$ cat config.mk
export PLATFORM = sky130hd
export DESIGN_NAME = n64_transmit_frame_flat
export DESIGN_NICKNAME = d
export VERILOG_FILES = /design/src/rtl/n64_transmit_frame_if.sv /design/src/rtl/n64_transmit_frame.sv /design/src/flat_wrapper.sv
export SDC_FILE = /design/constraint.sdc
export NUM_CORES = 1
export LEC_CHECK = 0
export BUFFER_PORTS_ARGS = -buffer_cell sky130_fd_sc_hd__buf_2
export CORE_MARGIN = 2
export CORE_UTILIZATION = 30
export CTS_CLUSTER_DIAMETER = 100
export DETAILED_ROUTE_END_ITERATION = 8
export PLACE_DENSITY = 0.57
export SLEW_MARGIN = 30
export SYNTH_ARGS = -nofsm -noshare
export SYNTH_HDL_FRONTEND = slang
export SYNTH_SLANG_ARGS = --single-unit
$ cat constraint.sdc
create_clock -name sys_clk -period 5 [get_ports sys_clk]
set_clock_uncertainty 0.1 [all_clocks]
set_input_delay 0.25 -clock sys_clk [delete_from_list [all_inputs] [get_ports sys_clk]]
set_output_delay 0.25 -clock sys_clk [all_outputs]
set_load 0.01 [all_outputs]
$ cat src/rtl/n64_transmit_frame_if.sv
// Frame-request / serial-line bundle between command logic and the N64 frame transmitter.
interface n64_transmit_frame_if #(
  parameter int DATA_W = 64
);
  localparam int NB_W = $clog2(DATA_W + 1);

  logic              start;
  logic [DATA_W-1:0] data;
  logic [NB_W-1:0]   nbits;
  logic              stop_sel;
  logic              n64d;
  logic              busy;
  logic              done;

  modport master (
    output start, data, nbits, stop_sel,
    input  n64d, busy, done
  );

  modport slave (
    input  start, data, nbits, stop_sel,
    output n64d, busy, done
  );
endinterface

$ cat src/rtl/n64_transmit_frame.sv
// N64/GameCube frame transmitter: nbits data bits MSB-first plus console/controller stop bit.
// Optional post-stop idle guard enabled by defining N64TX_GUARD_EN.
module n64_transmit_frame #(
  parameter int CLK_HZ   = 50000000,
  parameter int DATA_W   = 64,
  parameter int GUARD_US = 2
) (
  input  logic                 sys_clk,
  input  logic                 rst,
  n64_transmit_frame_if.slave  tx
);
  localparam int US        = CLK_HZ / 1000000;
  localparam int NB_W      = $clog2(DATA_W + 1);
  localparam int GUARD_CYC = GUARD_US * US;
  localparam int CNT_W     = (GUARD_CYC > 4 * US) ? $clog2(GUARD_CYC + 1) : $clog2(4 * US + 1);

  // Counters hold "cycles remaining minus one" so a phase ends when cnt hits zero.
  localparam logic [CNT_W-1:0] C_1US = CNT_W'(US - 1);
  localparam logic [CNT_W-1:0] C_2US = CNT_W'(2 * US - 1);
  localparam logic [CNT_W-1:0] C_3US = CNT_W'(3 * US - 1);
  localparam logic [NB_W-1:0]  NB_MAX = NB_W'(DATA_W);

`ifdef N64TX_GUARD_EN
  localparam logic [CNT_W-1:0] C_GUARD = CNT_W'(GUARD_CYC - 1);
  typedef enum logic [2:0] {IDLE, BIT_LOW, BIT_HIGH, STOP_LOW, GUARD} state_t;
`else
  typedef enum logic [1:0] {IDLE, BIT_LOW, BIT_HIGH, STOP_LOW} state_t;
`endif

  state_t            state;
  logic [CNT_W-1:0]  cnt;
  logic [DATA_W-1:0] sr;
  logic [NB_W-1:0]   bits_left;
  logic              stop_q;
  logic              n64d_q;
  logic              busy_q;
  logic              done_q;

  logic [NB_W-1:0]   n_clamp;
  logic [DATA_W-1:0] load_sr;

  // Left-justify the payload so the first bit to send sits in the MSB.
  assign n_clamp = (tx.nbits > NB_MAX) ? NB_MAX : tx.nbits;
  assign load_sr = tx.data << (NB_MAX - n_clamp);

  assign tx.n64d = n64d_q;
  assign tx.busy = busy_q;
  assign tx.done = done_q;

  function automatic logic [CNT_W-1:0] low_len(input logic b);
    return b ? C_1US : C_3US;
  endfunction

  always_ff @(posedge sys_clk or posedge rst) begin
    if (rst) begin
      state     <= IDLE;
      cnt       <= '0;
      sr        <= '0;
      bits_left <= '0;
      stop_q    <= 1'b0;
      n64d_q    <= 1'b1;
      busy_q    <= 1'b0;
      done_q    <= 1'b0;
    end else begin
      done_q <= 1'b0;
      case (state)
        IDLE: begin
          // A start coinciding with the done pulse is deliberately dropped.
          if (tx.start && !done_q) begin
            sr        <= load_sr;
            bits_left <= n_clamp;
            stop_q    <= tx.stop_sel;
            busy_q    <= 1'b1;
            n64d_q    <= 1'b0;
            if (n_clamp == '0) begin
              state <= STOP_LOW;
              cnt   <= tx.stop_sel ? C_2US : C_1US;
            end else begin
              state <= BIT_LOW;
              cnt   <= low_len(load_sr[DATA_W-1]);
            end
          end
        end
        BIT_LOW: begin
          if (cnt == '0) begin
            state  <= BIT_HIGH;
            n64d_q <= 1'b1;
            cnt    <= low_len(~sr[DATA_W-1]);
          end else begin
            cnt <= cnt - CNT_W'(1);
          end
        end
        BIT_HIGH: begin
          if (cnt == '0) begin
            sr        <= sr << 1;
            bits_left <= bits_left - NB_W'(1);
            n64d_q    <= 1'b0;
            if (bits_left == NB_W'(1)) begin
              state <= STOP_LOW;
              cnt   <= stop_q ? C_2US : C_1US;
            end else begin
              state <= BIT_LOW;
              cnt   <= low_len(sr[DATA_W-2]);
            end
          end else begin
            cnt <= cnt - CNT_W'(1);
          end
        end
        STOP_LOW: begin
          if (cnt == '0) begin
            n64d_q <= 1'b1;
`ifdef N64TX_GUARD_EN
            state  <= GUARD;
            cnt    <= C_GUARD;
`else
            state  <= IDLE;
            busy_q <= 1'b0;
            done_q <= 1'b1;
`endif
          end else begin
            cnt <= cnt - CNT_W'(1);
          end
        end
`ifdef N64TX_GUARD_EN
        GUARD: begin
          if (cnt == '0) begin
            state  <= IDLE;
            busy_q <= 1'b0;
            done_q <= 1'b1;
          end else begin
            cnt <= cnt - CNT_W'(1);
          end
        end
`endif
        default: state <= IDLE;
      endcase
    end
  end
endmodule

$ cat src/flat_wrapper.sv
// flat-port wrapper written by rule: the top's interface ports become plain ports
module n64_transmit_frame_flat 
#(
  parameter int CLK_HZ   = 50000000,
  parameter int DATA_W   = 64,
  parameter int GUARD_US = 2
)
  (sys_clk, rst, tx_start, tx_data, tx_nbits, tx_stop_sel, tx_n64d, tx_busy, tx_done);
  n64_transmit_frame_if #(.DATA_W(DATA_W)) tx_i ();
  input  logic sys_clk;
  input  logic rst;
  input wire logic [$bits(tx_i.start)-1:0] tx_start;
  input wire logic [$bits(tx_i.data)-1:0] tx_data;
  input wire logic [$bits(tx_i.nbits)-1:0] tx_nbits;
  input wire logic [$bits(tx_i.stop_sel)-1:0] tx_stop_sel;
  output wire logic [$bits(tx_i.n64d)-1:0] tx_n64d;
  output wire logic [$bits(tx_i.busy)-1:0] tx_busy;
  output wire logic [$bits(tx_i.done)-1:0] tx_done;
  assign tx_i.start = tx_start;
  assign tx_i.data = tx_data;
  assign tx_i.nbits = tx_nbits;
  assign tx_i.stop_sel = tx_stop_sel;
  assign tx_n64d = tx_i.n64d;
  assign tx_busy = tx_i.busy;
  assign tx_done = tx_i.done;
  n64_transmit_frame #(.CLK_HZ(CLK_HZ), .DATA_W(DATA_W), .GUARD_US(GUARD_US)) u_core (.sys_clk(sys_clk), .rst(rst), .tx(tx_i));
endmodule
==> results of run 1 <==
==> cell usage after synthesis, types with 9 or more instances <==
cell type / instances
nand2_1: 119
nor2_1: 89
mux2i_1: 87
dfrtp_1: 84
a21oi_1: 79
mux4_2: 57
nand3_1: 38
clkbuf_1: 34
o21ai_0: 34
buf_2: 28
a221oi_1: 23
o21ai_1: 21
nor3_1: 20
a31oi_1: 19
and3_1: 17
o22ai_1: 17
a22oi_1: 15
a211oi_1: 14
and2_1: 13
inv_1: 11
a32oi_1: 9
nand2b_1: 9
==> routing by layer <==
metal	wire (microns)	vias up	track usage, %	share of wire [%]
met3	2350	74	3.73	7.9
met5	0	-	0	0
met4	1260	0	8.66	4.3
met2	12800	400	30.4	43
met1	13300	4004	28.9	45
li1	-	3760	-	-
==> area by class of cell <==
type                       instances  area, sq um
inverter                          15         57.6
clock buffer                      11          243
sequential                        85         2130
timing repair buffer             100          561
clock inverter                     5         83.8
fill                            2879        18300
tap                              378          473
multi-input combinational        785         5870
==> worst max-delay path: cells and delay by family <==
kind / cells / cell delay [ps]
XOR/XNOR: 1 / 140
adder cells (fa/ha/maj): 1 / 330
AND/OR/NAND/NOR: 4 / 1380
buffers and inverters: 3 / 1060
AO/OA/AOI/OAI: 2 / 510
==> per-stage QoR <==
step                      cell area, sq um  util, %  total power [uW]  setup slack [ps]  hold slack (ps)
after floorplan                       8400        -              1480              1690              300
after detailed placement              9080     32.8              1800              1300              205
final                                 9420     34.0              2560              1460             99.8
after global routing                  9420     34.0              2670              1420              101
after CTS                             9420     34.0              2550              1660             88.1
after global placement                9080     32.8              1790              1370              207
==> final timing paths <==
check / slack [ps] / end / cells past startpoint / startpoint
max: 1460 / u_core.cnt[5] / 11 / tx_nbits[6]
min: 100 / u_core.stop_q / 2 / tx_stop_sel
max reg2reg: 1820 / u_core.sr[49] / 10 / u_core.cnt[0]
min reg2reg: 390 / u_core.sr[2] / 2 / u_core.sr[2]
max in group asynchronous: 3270 / u_core.sr[22] / 4 / rst
min in group asynchronous: 380 / u_core.bits_left[3] / 3 / rst
==> registers in the layout, summed over array words and instances (netlist names) <==
name,count
u_core.cnt,8
u_core.state,2
u_core.tx.busy,1
u_core.tx.n64d,1
u_core.stop_q,1
u_core.tx.done,1
u_core.sr,64
u_core.bits_left,7
==> logic make-up (layout without fill, tap and decap cells) <==
logic type	Yosys count	after routing	share of synthesized area [%]
buffers and inverters	95	131	5.33
XOR/XNOR	3	3	0.402
multiplexers	149	149	26.4
AO/OA/AOI/OAI	290	290	22.9
flip-flops	85	85	25.3
adder cells (fa/ha/maj)	8	8	1.19
AND/OR/NAND/NOR	335	335	18.5
==> power breakdown <==
group | switching (uW) | internal, uW
combinational | 611 | 377
sequential | 54.5 | 772
clock | 297 | 453
==> timing repair <==
item                      4_1_cts  5_1_grt
hold endpoints to repair       27        0
gates resized for setup         0        0
hold buffers                    1        0
==> impl_results.md, run 1 <==
* Post-route ant nets at 0
* Setup crit end kind: flip-flop
* Top Ports at 78
* Initial Util at 30.3%
* Fin nets at 1079
* Ant diodes at 0
* Postcts setup bufs at 0
* Synth area leaders: dfrtp_1, mux4_2, mux2i_1, nand2_1, a21oi_1
* Final hold vios at 0
* Crit path launch type: input pin
* Placer Congestion at 0.968
* Crit path DAT at 3700 ps
* Yosys reg bits at 85
* GRT Residual Overflow at 0
* Final Cycle Share at 70.8%
* H-tree depth at 3
* Layout area overhead at 12.1%
* Pwr/cell area at 272 nW/um^2
* Via density at 5.97
* Drt first pass iters at 6
* Clock-pin slew on the worst setup and hold paths at roughly 70 ps
* Required @ worst endpoint at 5160 ps
* Most common cell after layout, fill and taps aside: nand2_1
* Initial antenna violation count at 0
* CTS root buffer: clkbuf_16
* Synth async-reset ratio at 100%
* Synth area leader: dfrtp_1
* Max-cap violations at 0
* Max clock buf depth at 2
* Total number of vias at 8238
* Slew Limit Headroom at 30.9%
* Final routed DRC violation total at 0
* Die Wd at 171 microns
* PortBufs at 77
* Die Ht at 171 microns
* Largest net degree at the start of global routing at 87
* Vias in the first global route at 7929
* Sequential area share after synthesis at between 20% and 30%
* Critical Path Slowest Stage Cell: nor3_1
* Final TNS setup at 0 ps
* Leakage at 0.00394 uW
* Cell variety after synth at 75
* Post-Route WL at 29600 microns
* Post-Syn Area at 8400 sq um
* Clk_lat worst skew at 340 ps
* Syn Area/Cell at 8.71 sq um
* Dpl hpwl at 22100 microns
* Hold crit path type: input pin to flip-flop
* Worst Tran Pin Value at 1030 ps
* CTS tree: done
* Core area at 27700 sq um
* Commonest cells after routing, fill and taps aside: nand2_1, nor2_1, mux2i_1
* Peak VDD IR at 0.000141 V
* Final Setup Violations at 0
* Cell Rows at 61
* Status: finished clean
* WS Path Type: input pin to flip-flop
* Yosys top cell area share at between 20% and 30%
* Unrepaired setup endpoints after global routing: false
* Critical path peak fanout at 36
* Worst path cell trace: buf_2, nand2b_1, ha_2, xnor2_2, buf_4, buf_4, nor3_1, nor3_1, a22oi_1, and2_1, o31ai_2
* Fmax at 282 MHz
* Most common flop cell mapped by yosys: dfrtp_1
* CTS Sinks at 85
* Global Route Usage Sum at 20.4%
* Slew Limit Fails at 0
* Syn nets at 1048
* Die area at 29400 sq um
* Min Clock Period, post-route at 3540 ps
* Placed instance count at 1362
* DR WL/cell at 21.5 microns
* DRT iter0 DRCs at between 800 and 900
* Post-route insts no fill at between 1000 and 1500
* CP max stage delay at between 800 and 900 ps
* Fraction of layout cells with a size suffix above 1 at 20.2%
* Number of flops mapped to enable cells by yosys at 0
* Inserted Clock Buffers at 9
* Synth warnings at 0
* Cell count after synthesis at 965
* First-pass GRT wire length at 46700 microns
(Power assumes the default switching activity.)
==> run 2: changes to the inputs <==
--- a/config.mk
+++ b/config.mk
@@ -10,7 +10,7 @@
 export CORE_UTILIZATION = 30
 export CTS_CLUSTER_DIAMETER = 100
 export DETAILED_ROUTE_END_ITERATION = 8
-export PLACE_DENSITY = 0.57
+export PLACE_DENSITY = 0.59
 export SLEW_MARGIN = 30
 export SYNTH_ARGS = -nofsm -noshare
 export SYNTH_HDL_FRONTEND = slang
==> constraint.sdc (replaced) <==
create_clock -name sys_clk -period 2.9 [get_ports sys_clk]
set_clock_uncertainty 0.1 [all_clocks]
set_input_delay 0.145 -clock sys_clk [delete_from_list [all_inputs] [get_ports sys_clk]]
set_output_delay 0.145 -clock sys_clk [all_outputs]
set_load 0.01 [all_outputs]
==> impl_results.md, run 2 (synthesis results as in run 1) <==
* Crit path DAT at 2800 ps (-900 ps)
* Required @ worst endpoint at 3030 ps (-2130 ps)
* PortBufs at 77 (unchanged)
* Worst setup margin at 230 ps (-1230 ps)
* Placed instance count at 1481 (+8.7%)
* Worst R2R End: u_core.cnt[4]
* Top Ports at 78 (unchanged)
* Final Setup Violations at 0 (unchanged)
* Clock-pin slew on the worst setup and hold paths at 80 ps (about the same)
* Max clock buf depth at 2 (unchanged)
* Pwr/cell area at 443 nW/um^2 (+63%)
* Met3 usage at 3.20% (-0.53 points)
* Via density at 5.85 (-2.1%)
* Unrepaired setup endpoints after global routing: false
* Hold-critical path depth at 3 (+1)
* CTS root buffer: clkbuf_16
* GRT busiest layer: met2
* Crit path launch type: flip-flop
* CTS resizes at 0 (unchanged)
* Post-Route WL at 31400 microns (+6.0%)
* Ant diodes at 0 (unchanged)
* Setup WS pre-CTS at -63.9 ps (-1360 ps)
* Worst Tran Pin Value at 745 ps (-283 ps)
* Peak VDD IR at 0.000270 V (+91%)
* Drt first pass iters at 7 (+1)
* DR WL/cell at 21.0 microns (-2.5%)
* M1 GR Usage at 29.9% (+0.99 points)
* Top reg by flops: u_core.sr
* Layout area overhead at 24.5%
* Slew Limit Fails at 0 (unchanged)
* Hold Path Sink: u_core.bits_left[3]
* DP Area at 10100 sq um (+12%)
* Cell Rows at 61 (unchanged)
* H-tree depth at 3 (unchanged)
* Inserted Clock Buffers at 9 (unchanged)
* Most common cell after layout, fill and taps aside: buf_4
* Max-cap violations at 0 (unchanged)
* R2R setup slack at 230 ps (-1590 ps)
* DRT iter0 DRCs at 760 (-15%)
* First-pass GRT wire length at 48900 microns (+4.7%)
* WS Path Type: flip-flop to flip-flop
* Largest net degree at the start of global routing at 86 (-1.1%)
* Slew Limit Headroom at 50.4% (+19 points)
* Biggest regs: u_core.sr (64), u_core.cnt (8), u_core.bits_left (7)
* Die area at 29400 sq um (unchanged)
* Leakage at 0.00456 uW (+16%)
* Power after layout at 4630 uW (+81%)
* Design area at 10500 sq um (+11%)
* CTS tree: done
* Initial antenna violation count at 0 (unchanged)
* Placer Congestion at 0.988 (+2.1%)
* Post-route ant nets at 0 (unchanged)
* CTS Sinks at 85 (unchanged)
* Die Ht at 171 microns (unchanged)
* Commonest cells after routing, fill and taps aside: buf_4, nand2_1, nor2_1
* Critical path peak fanout at 7 (-81%)
* Met2 usage at 34.0% (+3.6 points)
* Post-route insts no fill at 1499 (+8.7%)
* Fraction of layout cells with a size suffix above 1 at 29.0% (+8.8 points)
* Fin nets at 1199 (+11%)
* Core area at 27700 sq um (unchanged)
* GRT Residual Overflow at 0 (unchanged)
* Postcts setup bufs at 0 (unchanged)
* FF-to-FF path depth at 9 (-1)
* Global Route Usage Sum at 21.5% (+1.1 points)
* Clk_lat worst skew at 350 ps (about the same)
* Setup crit end kind: flip-flop
* Fmax at about 370 MHz
* Final Cycle Share at between 90% and 100%
* Number of flip-flops in the largest register at 64 (unchanged)
* Initial Util at 30.3% (unchanged)
* Worst hold slack at 68.4 ps (-31.4 ps)
* Total number of vias at 8766 (+6.4%)
* Die Wd at 171 microns (unchanged)
* Final routed DRC violation total at 0 (unchanged)
* Min-delay src: tx_nbits[3]
* Final hold vios at 0 (unchanged)
* Worst R2R Start: u_core.cnt[0]
* Hold crit path type: input pin to flip-flop
* Dpl hpwl at 24300 microns (+9.9%)
* Status: finished clean
* Min Clock Period, post-route at about 2700 ps
* Vias in the first global route at 8474 (+6.9%)
[run 2: cell count changes in the layout (fill, tap and decap cells not counted), moves of 2 or more]
cell,change
buf_4,+108
inv_6,+4
buf_12,+11
bufinv_16,-2
[run 2: area by class of cell]
| type | instances | area (sq um) |
|---|---|---|
| Multi-Input combinational cell | 785 | 5910 |
| Clock buffer | 10 | 239 |
| Clock inverter | 6 | 51.3 |
| Inverter | 15 | 57.6 |
| Fill cell | 2826 | 17200 |
| Timing Repair Buffer | 220 | 1600 |
| Tap cell | 378 | 473 |
| Sequential cell | 85 | 2130 |
[run 2: timing repair]
| item | 4_1_cts | 5_1_grt |
|---|---|---|
| endpoints found under the setup margin | 0 | 0 |
| hold buffers | 2 | 0 |
| endpoints found under the hold margin | 85 | 0 |
[run 2: how the worst max path moves through the flow]
| stage | start | endpoint | slack, ps | cells after the start |
|---|---|---|---|---|
| global route | u_core.cnt[0] | u_core.cnt[2] | 30 | 10 |
| floorplan | tx_nbits[0] | u_core.sr[57] | 2 | 15 |
| global placement | tx_nbits[0] | u_core.sr[57] | -100 | 13 |
| CTS | u_core.cnt[0] | u_core.cnt[4] | 240 | 9 |
| finish | u_core.cnt[0] | u_core.cnt[4] | 230 | 9 |
| detailed placement | tx_nbits[0] | u_core.sr[45] | -60 | 12 |
[run 2: through the flow]
stage               util, %  setup TNS [ps]
floorplan                 -               0
CTS                    37.8               0
global placement       36.6            -280
detailed placement     36.6            -236
global route           37.8               0
finish                 37.8               0
[run 2: routing by layer]
metal	share of wire (%)	vias to the layer above
li1	-	3991
met1	44	4273
met2	46	439
met3	7.0	63
met4	3.3	0
met5	0	-
[run 2: worst max-delay path, cell delays in order (launching register included)]
cell,delay (ps)
dfrtp_1,390
inv_1,100
ha_1,240
nand2b_1,140
or4_1,620
buf_4,220
a211oi_1,400
a211oi_1,100
o21ai_0,150
o21ai_0,90
[run 2: report_power, final]
part           leakage (uW)  total, uW  internal, uW  switching [uW]
logic               0.00335       2030           910            1120
registers           0.00107       1430          1330            98.4
clock network      0.000140       1170           619             548
total               0.00456       4630          2860            1770
==> run 3: changes to the inputs <==
==> constraint.sdc (replaced) <==
create_clock -name sys_clk -period 2.9 [get_ports sys_clk]
set_clock_uncertainty 0.1 [all_clocks]
set_input_delay 0.435 -clock sys_clk [delete_from_list [all_inputs] [get_ports sys_clk]]
set_output_delay 0.435 -clock sys_clk [all_outputs]
set_load 0.01 [all_outputs]
==> impl_results.md, run 3 (synthesis results as in run 1) <==
* Biggest regs: u_core.sr (64), u_core.cnt (8), u_core.bits_left (7)
* Register area at 2130 sq um (unchanged)
* Multi-input gate area at 5980 sq um (+1.3%)
* Combinational share of power at 45.5% (+1.6 points)
* Total number of vias at 8956 (+2.2%)
* Setup WS pre-CTS at -391 ps (-327 ps)
* Final routed DRC violation total at 0 (unchanged)
* Layout area overhead at 32.4%
* Initial Util at 30.3% (unchanged)
* Post-Route WL at 31900 microns (+1.5%)
* Ant diodes at 0 (unchanged)
* Switching Power at 1800 uW (+1.7%)
* Global Route Usage Sum at 22.1% (+0.63 points)
* Fillers at 2753 (-2.6%)
* Post-route insts no fill at 1568 (+4.6%)
* Via density at 5.71 (-2.3%)
* Setup crit start: tx_nbits[6]
* Commonest cells after routing, fill and taps aside: buf_4, nand2_1, nor2_1
* Final TNS setup at 0 ps (unchanged)
* Part of the power in registers at 29.2% (-1.6 points)
* Final Setup Violations at 0 (unchanged)
* H-tree depth at 3 (unchanged)
* Max-cap violations at 0 (unchanged)
* Clk pwr share at 25.3% (about the same)
* Clock-pin slew on the worst setup and hold paths at 70 ps (about the same)
* Crit path launch type: input pin
* Slew Limit Headroom at 44.3% (-6.0 points)
* CTS root buffer: clkbuf_16
* Post-route ant nets at 0 (unchanged)
* Hold crit path type: input pin to async pin
* Worst setup margin at 39.9 ps (-190 ps)
* Final hold vios at 0 (unchanged)
* Pwr/cell area at 438 nW/um^2 (-1.2%)
* CTS tree: done
* Required @ worst endpoint at 3030 ps (about the same)
* Leakage at 0.00495 uW (+8.5%)
* Fraction of layout cells with a size suffix above 1 at 34.5% (+5.5 points)
* First-pass GRT wire length at 50200 microns (+2.7%)
* Die area at 29400 sq um (unchanged)
* Cell Rows at 61 (unchanged)
* Fin nets at 1268 (+5.8%)
* Final Cycle Share at 98.6% (+6.5 points)
* Dpl hpwl at 25100 microns (+3.5%)
* Largest net degree at the start of global routing at 64 (-26%)
* Worst R2R Start: u_core.cnt[0]
* Fmax at 350 MHz (-6.6%)
* Die Ht at 171 microns (unchanged)
* Top Ports at 78 (unchanged)
* WS Path Type: input pin to flip-flop
* Most common cell after layout, fill and taps aside: buf_4
* CTS Sinks at 85 (unchanged)
* Status: finished clean
* Min Clock Period, post-route at 2860 ps (+190 ps)
* Vias in the first global route at 8692 (+2.6%)
* Worst R2R End: u_core.cnt[4]
* DR WL/cell at 20.3 microns (-3.0%)
* Placed instance count at 1545 (+4.3%)
* P_int at 3070 uW (+7.3%)
* Clk_lat worst skew at 360 ps (about the same)
* Top reg by flops: u_core.sr
* Slew Limit Fails at 0 (unchanged)
* Number of flip-flops in the largest register at 64 (unchanged)
* Core area at 27700 sq um (unchanged)
* Initial antenna violation count at 0 (unchanged)
* Unrepaired setup endpoints after global routing: false
* Switching portion of total power at 37.0% (-1.3 points)
* Drt first pass iters at 5 (-2)
* Hold buffers post-CTS at 0 (-2)
* DRT iter0 DRCs at 800 (+5.3%)
* PortBufs at 77 (unchanged)
* GRT Residual Overflow at 0 (unchanged)
* Placer Congestion at 1.00 (+1.3%)
* Peak VDD IR at 0.000334 V (+24%)
* R2R setup slack at 300 ps (+70 ps)
* Die Wd at 171 microns (unchanged)
* Crit path DAT at 2990 ps (+190 ps)
* Critical path peak fanout at 16 (+9)
* Max clock buf depth at 2 (unchanged)
* FF-to-FF path depth at 9 (unchanged)
* Inserted Clock Buffers at 9 (unchanged)
* Worst Tran Pin Value at 832 ps (+87.1 ps)
* Setup crit end kind: flip-flop
-- run 3: final cells by class --
type	instances	area share (%)
Clock inverter	6	0.641
Timing Repair Buffer	289	19.5
Clock buffer	10	2.15
Inverter	15	0.540
Tap cell	378	4.25
Sequential cell	85	19.1
Multi-Input combinational cell	785	53.8
-- run 3: routing by layer --
metal  global-route usage, %  routed length (microns)  part of all wire, %  vias to the layer above
li1                        -                        -                    -                     4127
met5                       0                        0                    0                        -
met2                    33.5                    14100                   44                      379
met3                    2.85                     2000                  6.3                       65
met1                    31.7                    14500                   45                     4385
met4                    9.29                     1230                  3.9                        0
-- run 3: how the worst max path moves through the flow --
stage          cells past startpoint            end  slack (ps)
2_1_floorplan                     13  u_core.sr[49]        -170
3_3_place_gp                      10  u_core.sr[41]        -350
3_5_place_dp                      10  u_core.sr[41]        -390
4_1_cts                           10  u_core.sr[41]          50
5_1_grt                           12  u_core.sr[45]           2
6_report                          12  u_core.sr[45]          40
-- run 3: power groups by stage --
stage | Combinational, uW | Clock (uW) | Sequential (uW)
after global routing | 2360 | 1300 | 1440
after CTS | 2160 | 1250 | 1420
after detailed placement | 2150 | 0 | 1440
final | 2220 | 1230 | 1420
after floorplan | 1180 | 0 | 1410
after global placement | 2140 | 0 | 1430
-- run 3: per-stage QoR --
step	cell area (sq um)	hold slack, ps	utilization (%)	total power, uW
finish	11100	16.9	40.2	4870
global route	11100	65.5	40.2	5100
CTS	11100	31.1	39.9	4830
detailed placement	10700	376	38.8	3590
global placement	10700	370	38.8	3570
floorplan	8560	344	-	2590
-- run 3: critical path, cell delays in order --
cell and delay [ps]:
buf_2 130, nand2b_2 220, ha_4 190, xnor2_4 260
buf_12 190, buf_4 130, mux4_2 340, a21o_1 240
o21a_2 270, a22oi_1 240, a21oi_1 110, a211o_1 220
-- run 3: timing repair --
| item | in CTS | in global routing |
|---|---|---|
| setup buffers | 0 | 7 |
| endpoints found under the setup margin | 1 | 10 |
| gates resized for setup | 1 | 5 |
| pin swaps | 0 | 2 |
